===== src/rtl/instr_fifo_pkg.sv =====
// Package for the instruction queue.
// Holds the TPU instruction field widths, the decoded instruction struct
// and the helper that splits a flat instruction word into its fields.
// Field order, MSB -> LSB: buffer_addr, acc_addr, length, opcode.
package instr_fifo_pkg;

    localparam int BUFFER_ADDR_WIDTH = 24;
    localparam int ACC_ADDR_WIDTH    = 16;
    localparam int LENGTH_WIDTH      = 32;
    localparam int OPCODE_WIDTH      = 8;
    localparam int INSTR_WIDTH       = BUFFER_ADDR_WIDTH + ACC_ADDR_WIDTH
                                     + LENGTH_WIDTH + OPCODE_WIDTH;

    typedef struct packed {
        logic [BUFFER_ADDR_WIDTH-1:0] buffer_addr;
        logic [ACC_ADDR_WIDTH-1:0]    acc_addr;
        logic [LENGTH_WIDTH-1:0]      length;
        logic [OPCODE_WIDTH-1:0]      opcode;
    } instr_type;

    // Number of host bus beats needed to carry one instruction.
    function automatic int num_beats(input int instr_w, input int bus_w);
        return (instr_w + bus_w - 1) / bus_w;
    endfunction

    // Split a flat instruction word into named fields; opcode sits in the LSBs.
    function automatic instr_type bit_to_instr(input logic [INSTR_WIDTH-1:0] bits);
        instr_type r;
        r.opcode      = bits[OPCODE_WIDTH-1:0];
        r.length      = bits[OPCODE_WIDTH +: LENGTH_WIDTH];
        r.acc_addr    = bits[OPCODE_WIDTH+LENGTH_WIDTH +: ACC_ADDR_WIDTH];
        r.buffer_addr = bits[OPCODE_WIDTH+LENGTH_WIDTH+ACC_ADDR_WIDTH +: BUFFER_ADDR_WIDTH];
        return r;
    endfunction

endpackage


===== src/rtl/instr_fifo_sync_fifo.sv =====
// sync_fifo: generic first-word-fall-through queue.
// Ports:
//   clk, rst_n      clock, async active-low reset
//   flush           sync clear of pointers and count (wins over push/pop)
//   push, wr_data   write request and data; refused when full unless a pop
//                   happens in the same cycle
//   pop             read request; ignored when empty
//   rd_data         entry at the read pointer (combinational)
//   count, full, empty  occupancy status
module sync_fifo #(
    parameter int WIDTH = 80,
    parameter int DEPTH = 32
) (
    input  logic                       clk,
    input  logic                       rst_n,
    input  logic                       flush,
    input  logic                       push,
    input  logic [WIDTH-1:0]           wr_data,
    input  logic                       pop,
    output logic [WIDTH-1:0]           rd_data,
    output logic [$clog2(DEPTH+1)-1:0] count,
    output logic                       full,
    output logic                       empty
);
    import instr_fifo_pkg::*;

    localparam int AW = $clog2(DEPTH);
    localparam int CW = $clog2(DEPTH + 1);

    logic [WIDTH-1:0] mem [DEPTH];
    logic [AW-1:0]    wr_ptr;
    logic [AW-1:0]    rd_ptr;
    logic             do_push;
    logic             do_pop;

    assign full  = (count == CW'(DEPTH));
    assign empty = (count == '0);

    // A pop frees a slot in the same cycle, so a full queue can still take a push.
    assign do_pop  = pop && !empty;
    assign do_push = push && (!full || do_pop);

    always_ff @(posedge clk or negedge rst_n) begin
        if (!rst_n) begin
            wr_ptr <= '0;
            rd_ptr <= '0;
            count  <= '0;
        end else if (flush) begin
            wr_ptr <= '0;
            rd_ptr <= '0;
            count  <= '0;
        end else begin
            if (do_push) wr_ptr <= wr_ptr + 1'b1;
            if (do_pop)  rd_ptr <= rd_ptr + 1'b1;
            case ({do_push, do_pop})
                2'b10:   count <= count + 1'b1;
                2'b01:   count <= count - 1'b1;
                default: count <= count;
            endcase
        end
    end

    // Storage is data only; an unwritten slot is never visible because the
    // read side is gated by count.
    always_ff @(posedge clk) begin
        if (do_push && !flush) mem[wr_ptr] <= wr_data;
    end

    assign rd_data = mem[rd_ptr];

endmodule


===== src/rtl/instr_fifo.sv =====
// instr_fifo: assembles host bus beats into TPU instructions and queues them
// for the control unit's decoder.
// Ports:
//   clk, rst_n   clock, async active-low reset
//   flush        sync clear of queue, staging beats and overflow flag
//   wr_en        host beat write strobe
//   wr_sel       beat index (0 = least significant); the top beat pushes
//   wr_data      beat data
//   out_valid    head instruction available
//   out_ready    consumer accepts the head this cycle
//   out_instr    head instruction split into fields (zero when empty)
//   count        occupied entries
//   full, empty  occupancy flags
//   overflow     sticky, set when a push was dropped because the queue was full
// The field width parameters must match the widths of instr_type in the package.
module instr_fifo
    import instr_fifo_pkg::*;
#(
    parameter int DEPTH             = 32,
    parameter int BUS_WIDTH         = 32,
    parameter int BUFFER_ADDR_WIDTH = instr_fifo_pkg::BUFFER_ADDR_WIDTH,
    parameter int ACC_ADDR_WIDTH    = instr_fifo_pkg::ACC_ADDR_WIDTH,
    parameter int LENGTH_WIDTH      = instr_fifo_pkg::LENGTH_WIDTH,
    parameter int OPCODE_WIDTH      = instr_fifo_pkg::OPCODE_WIDTH,
    parameter int INSTR_W   = BUFFER_ADDR_WIDTH + ACC_ADDR_WIDTH + LENGTH_WIDTH + OPCODE_WIDTH,
    parameter int NUM_BEATS = num_beats(INSTR_W, BUS_WIDTH),
    parameter int SEL_W     = (NUM_BEATS > 1) ? $clog2(NUM_BEATS) : 1
) (
    input  logic                       clk,
    input  logic                       rst_n,
    input  logic                       flush,
    input  logic                       wr_en,
    input  logic [SEL_W-1:0]           wr_sel,
    input  logic [BUS_WIDTH-1:0]       wr_data,
    output logic                       out_valid,
    input  logic                       out_ready,
    output instr_type                  out_instr,
    output logic [$clog2(DEPTH+1)-1:0] count,
    output logic                       full,
    output logic                       empty,
    output logic                       overflow
);

    // Staging holds beats 0..NUM_BEATS-2; at least one slot so the vector is never empty.
    localparam int STG_N  = (NUM_BEATS > 1) ? NUM_BEATS - 1 : 1;
    localparam int FULL_W = NUM_BEATS * BUS_WIDTH;

    logic [STG_N*BUS_WIDTH-1:0] staging;
    logic [FULL_W-1:0]          beats_flat;
    logic [INSTR_W-1:0]         rd_bits;
    logic                       push_req;
    logic                       pop_req;

    // Writing the top beat completes the instruction; out-of-range indices do nothing.
    assign push_req = wr_en && (wr_sel == SEL_W'(NUM_BEATS - 1));
    assign pop_req  = out_valid && out_ready;

    always_ff @(posedge clk or negedge rst_n) begin
        if (!rst_n) begin
            staging <= '0;
        end else if (flush) begin
            staging <= '0;
        end else begin
            for (int i = 0; i < STG_N; i++) begin
                if (wr_en && (int'(wr_sel) == i) && (i < NUM_BEATS - 1))
                    staging[i*BUS_WIDTH +: BUS_WIDTH] <= wr_data;
            end
        end
    end

    // The top beat is taken straight from the bus so the push needs no extra cycle.
    always_comb begin
        beats_flat = '0;
        for (int i = 0; i < NUM_BEATS - 1; i++)
            beats_flat[i*BUS_WIDTH +: BUS_WIDTH] = staging[i*BUS_WIDTH +: BUS_WIDTH];
        beats_flat[(NUM_BEATS-1)*BUS_WIDTH +: BUS_WIDTH] = wr_data;
    end

    sync_fifo #(
        .WIDTH (INSTR_W),
        .DEPTH (DEPTH)
    ) u_queue (
        .clk     (clk),
        .rst_n   (rst_n),
        .flush   (flush),
        .push    (push_req),
        .wr_data (beats_flat[INSTR_W-1:0]),
        .pop     (pop_req),
        .rd_data (rd_bits),
        .count   (count),
        .full    (full),
        .empty   (empty)
    );

    assign out_valid = !empty;
    assign out_instr = empty ? '0 : bit_to_instr(rd_bits);

    // A push into a full queue survives only when the head leaves in the same cycle.
    always_ff @(posedge clk or negedge rst_n) begin
        if (!rst_n) begin
            overflow <= 1'b0;
        end else if (flush) begin
            overflow <= 1'b0;
        end else if (push_req && full && !pop_req) begin
            overflow <= 1'b1;
        end
    end

endmodule

===== config.mk =====
export PLATFORM = sky130hd
export DESIGN_NAME = instr_fifo
export DESIGN_NICKNAME = d
export VERILOG_FILES = /design/src/rtl/instr_fifo_pkg.sv /design/src/rtl/instr_fifo_sync_fifo.sv /design/src/rtl/instr_fifo.sv
export SDC_FILE = /design/constraint.sdc
export NUM_CORES = 2
export LEC_CHECK = 0
export ABC_AREA = 1
export ABC_CLOCK_PERIOD_IN_PS = 7000
export CAP_MARGIN = 20
export CORE_AREA = 2 2 441 443
export CTS_CLUSTER_SIZE = 40
export DETAILED_ROUTE_END_ITERATION = 8
export DIE_AREA = 0 0 443 445
export GPL_ROUTABILITY_DRIVEN = 0
export PLACE_DENSITY_LB_ADDON = 0.15
export SYNTH_ARGS = -nofsm -noshare
export SYNTH_HDL_FRONTEND = slang
export SYNTH_SLANG_ARGS = --single-unit

===== constraint.sdc =====
create_clock -name clk -period 7 [get_ports clk]
set_clock_uncertainty 0.2 [all_clocks]
set_input_delay 1.4 -clock clk [delete_from_list [all_inputs] [get_ports clk]]
set_output_delay 1.4 -clock clk [all_outputs]
set_load 0.02 [all_outputs]

# Word level (Yosys, flattened, before mapping)

Memories as Yosys holds them, arrays and structs flattened.
Cells that the tools add are included.

Flip-flop bits (word level): 81
Bits in latches: 0
Bits in writable memories: 2,560
Bits in read-only memories: 0
Output and inout bits: 90
Logic and storage cells: 52
Memories kept: 1

Add/sub/neg operators: 4
Multipliers: 0
Div/mod/pow operators: 0
Order comparisons: 0
Equality and inequality tests: 5
Shift operators: 0
Muxes and demuxes: 14
Bitwise gates (word level): 0
Reduce and logical (&&, ||, !) cells: 22

Memories:

| memory      | depth | width | read ports | clocked after Yosys merged registers in | write ports | RTL line                   | RTL |
|---|---|---|---|---|---|---|---|
| u_queue.mem | 32    | 80    | 1          | 0                                       | 1           | instr_fifo_sync_fifo.sv:30 | `logic [WIDTH-1:0] mem [DEPTH];` |

Operators with widths:

| kind                                             | count |
|---|---|
| 2-to-1 mux 80 bit                                | 1 |
| 2-to-1 mux 32 bit                                | 2 |
| 2-to-1 mux 64 bit                                | 1 |
| 2-to-1 mux 5 bit                                 | 4 |
| one-hot mux 6 bit (2 select lines)               | 1 |
| adder 5 x 1 -> 5 bit, second input constant      | 2 |
| nonzero test 2 bit                               | 5 |
| logical AND 1 bit                                | 9 |
| adder 6 x 1 -> 6 bit, second input constant      | 1 |
| == test 2 bit, second input constant             | 3 |
| == test 6 bit, second input constant             | 1 |
| zero test 6 bit                                  | 1 |
| 2-to-1 mux 6 bit                                 | 1 |
| subtractor 6 x 1 -> 6 bit, second input constant | 1 |
| zero test 1 bit                                  | 4 |
| 2-to-1 mux 1 bit                                 | 4 |
| nonzero test 3 bit                               | 1 |
| == test 2 x 1 -> 1 bit, second input constant    | 1 |
| zero test 2 bit                                  | 1 |
| logical OR 1 bit                                 | 1 |

# Longest topological paths before layout

Depth in word-level cells: 9
Gate-level depth with buffers: 15
Mapped depth without buffers: 13

# Cells and area by module

From an unflattened synthesis, not the netlist that was laid out.

Cells, all modules: 9,539
Area, all modules: 107,817.2 sq um

By module, submodules not included:

| module     | times used | cells each | area an instance (sq um) | sequential area each (sq um) |
|---|---|---|---|---|
| sync_fifo  | 1          | 9,054      | 104,375.1                | 77,274.1 |
| instr_fifo | 1          | 485        | 3,442.1                  | 1,626.6 |

# Least setup slack after synthesis

Ideal clock, no wire load.

Kind: input port to flip-flop
Start point: input port flush
End point: memory u_queue.mem[31][0] (enable)
Arrival time: 7,236 ps
Path slack: -1,053 ps
Cell stages on the path: 3
Path buffers: 2
Cells stage by stage: buf_2 > clkbuf_1 > nor3_1

Cells in the longest elaborated chain, start to end: 4

Ends and longest elaborated chain:

| item                                   | RTL line                   | RTL |
|---|---|---|
| start: declaration                     | instr_fifo.sv:31           | `input logic flush,` |
| zero test 1 bit                        | instr_fifo_sync_fifo.sv:66 | `if (do_push && !flush) mem[wr_ptr] <= wr_data;` |
| logical AND 1 bit                      | instr_fifo_sync_fifo.sv:66 |  |
| 2-to-1 mux 1 bit                       | instr_fifo_sync_fifo.sv:66 |  |
| 2-to-1 mux 1 bit (not written as such) | instr_fifo_sync_fifo.sv:66 |  |
| end: declaration                       | instr_fifo_sync_fifo.sv:30 |  |

Every way passes these cells.

==> summary.txt <==
sequential share of the synthesized area -> 72.30%
CTS tree -> done
post-CTS setup buffer count -> 0
clk slew on worst S/H paths -> 0.06 ns
class of the most critical setup path -> reg2out
pins over their slew limit -> 0
H-tree depth -> 5
layout cells sized above 1 -> 6.659%
GRT overflow -> 0
netlist area before placement -> 109100 um2
FF+latch count, synth -> 2641
Die H -> 445 um
area of the multi-input gates -> 26070 um2
Clock Latency Late Sink -> 0.92 ns
Starting Density -> 56.84%
Nets -> 10036
Die ar. -> 197100 um2
total wire length -> 303700 um
EDFF count, synth -> 2560
DR vias -> 72989
Final WS setup -> 0.6063 ns
core box area -> 192000 um2
Root Buffer -> clkbuf_16
distinct cell type count after synthesis -> 28
final hold vios -> 0
worst r2r path cells -> 10
post-route minimum period -> 6.394 ns
Mapped Cells -> 9915
maximum VDD drop -> 0.0003487 V
arrival time worst endpoint -> 4.79 ns
setup violators final -> 0
setup tns final -> 0 ns
MaxCap Viol Count -> 0
# hold bufs at CTS -> 0
Setup crit end kind -> output port
Critical Path Start Type -> flip-flop
GRT Util Overall -> 30.57%
register area -> 78920 um2
post-CTS resize count -> 0
Reg2Reg Setup Slack -> 2.57 ns
Critical R2R Launch -> u_queue.count[5]$_DFFE_PN0P_
Post-Place Worst Slack -> 1.249 ns
drt initial violations -> 9634
die width -> 443 um
DRC -> 0
Worst Tran Pin Value -> 1.292 ns
Tcrit/Tclk final -> 91.34%
YS warnings -> 0
CP Max Fanout -> 86
status -> finished, final reports clean
fillcell total -> 14575
first-pass GRT wire length -> 448700 um
worst r2r dst -> u_queue.mem[29][23]$_DFFE_PP_
PwrDens -> 349.2 nW/um2
Layout area overhead -> 12.54%
DRT Pass-1 Iters -> 6
placement row count -> 161
vias per cell -> 5.743
initial antenna violation count -> 5
port bufs -> 128
hpwl dp -> 153200 um
DR WL/cell -> 23.89 um
Synth Flop Type -> edfxtp_1
pin count of the biggest net entering global routing -> 225
IO Pins -> 129
vias in the first global route -> 70109
CP required -> 5.40 ns
CTS Buffer Depth -> 4
CTS Sinks -> 2641
fraction of registers with async set or reset after synthesis -> 3.067%
Post-Syn Area per Cell -> 11.01 um2
worst hold path type -> in2async
Rel. slew slack -> 13.87%
CTS Buf Count -> 283
unrepaired setup endpoints after global routing -> no
Leakage -> 47.32 nW
syn_nets -> 9964
FMAX -> 156.4 MHz
Final ANT Viol Nets -> 0
registers in the layout, summed over array words and instances (netlist names):
register        flops
u_queue.rd_ptr      5
overflow            1
u_queue.count       6
u_queue.wr_ptr      5
staging            64
u_queue.mem      2560
cell type report:
cell class                      instances  share of cell area [%]
Inverter                              497                   1.556
Clock buffer                          387                   6.329
Antenna cell                            2                0.004075
Timing Repair Buffer                  338                   3.488
Sequential cell                      2641                   64.26
Multi-Input combinational cell       6226                   21.23
Tap cell                             2526                   2.574
Clock inverter                         93                  0.5614
per-stage QoR:
step           cell area [um2]  hold WS, ns  utilization [%]  power [mW]  instances
2_1_floorplan           109100       0.3465                -       25.17       9915
3_3_place_gp            113400       0.3002            59.08       28.88      12192
3_5_place_dp            113600       0.3031            59.19       29.04      12200
4_1_cts                 122100       0.2762            63.59       42.87      12680
5_1_grt                 122800       0.3231            63.97       44.71      12709
6_report                122800       0.3024            63.97       42.88      12710
cells in the mapped netlist (5+ instances only):
master	number	area, um2
inv_1	492	1847
o21ai_1	11	55.05
inv_2	5	18.77
buf_6	19	214.0
clkbuf_1	257	964.7
nor2_1	1512	5675
o21ai_0	456	2282
buf_4	33	247.7
buf_2	169	845.8
buf_1	72	270.3
o211ai_1	17	127.6
mux2_2	64	720.7
nand2_1	3212	12060
edfxtp_1	2560	76870
a21oi_1	87	435.4
nand3_1	841	4209
dfrtp_1	81	2027
nor3_1	6	30.03
ha_1	9	112.6
metal layers:
metal  global-route usage [%]  vias up  share of wire, %
met5                        0        -            0.0023
met4                    11.95        2               3.9
met3                    4.922      613               9.3
met2                    48.50     3628                47
met1                    42.75    35449                40
li1                         -    33297                 -
critical path: stages, from the launching register on:
cell,delay (ns)
dfrtp_4,0.74
inv_8,0.48
buf_16,0.45
buf_4,0.46
nand2_1,0.11
nand2_1,0.09
nand2_1,0.06
nand3_1,0.11
nand3_1,0.14
nand2_1,0.11
nand2_1,0.06
nor2_1,0.28
clkdlybuf4s50_1,0.67
logic make-up (layout without fill, tap and decap cells):
| logic type | after synthesis | in the layout | share of synthesized area (%) |
|---|---|---|---|
| AND/OR/NAND/NOR | 5575 | 5575 | 20.16 |
| flip-flops | 2641 | 2641 | 72.30 |
| other | 0 | 2 | 0 |
| multiplexers | 64 | 64 | 0.6604 |
| adder cells (fa/ha/maj) | 10 | 10 | 0.1215 |
| XOR/XNOR | 3 | 3 | 0.02408 |
| AO/OA/AOI/OAI | 574 | 574 | 2.676 |
| buffers and inverters | 1048 | 1315 | 4.058 |
cell usage in the layout, fill, tap and decap left out, drive strengths merged, types with 5 or more instances in the layout:
cell type	count
nand3	841
nand2	3212
inv	500
edfxtp	2560
nor3	6
clkbuf	387
ha	9
o211ai	17
nor2	1513
mux2	64
dfrtp	81
buf	213
clkinvlp	5
a21oi	87
bufinv	10
clkinv	75
o21ai	467
clkdlybuf4s50	125
how the worst max path moves through the flow:
stage	from	end	slack, ns	cells after the start
detailed placement	wr_sel[1]	u_queue.mem[29][9]$_DFFE_PP_	1.25	8
floorplan	wr_sel[0]	u_queue.mem[0][0]$_DFFE_PP_	0.70	7
global placement	wr_sel[1]	u_queue.mem[29][13]$_DFFE_PP_	1.27	8
finish	u_queue.rd_ptr[0]$_DFFE_PN0P_	out_instr[66]	0.61	12
global route	u_queue.rd_ptr[0]$_DFFE_PN0P_	out_instr[6]	0.40	13
CTS	u_queue.rd_ptr[0]$_DFFE_PN0P_	out_instr[53]	0.51	11
where the power goes:
group / internal (mW) / switching (mW) / total [mW]
clock network: 8.10 / 5.89 / 14.0
registers: 17.6 / 0.272 / 17.8
logic: 3.35 / 7.72 / 11.1
total: 29.0 / 13.9 / 42.9
Note: power is estimated with default switching activity, not from simulation.
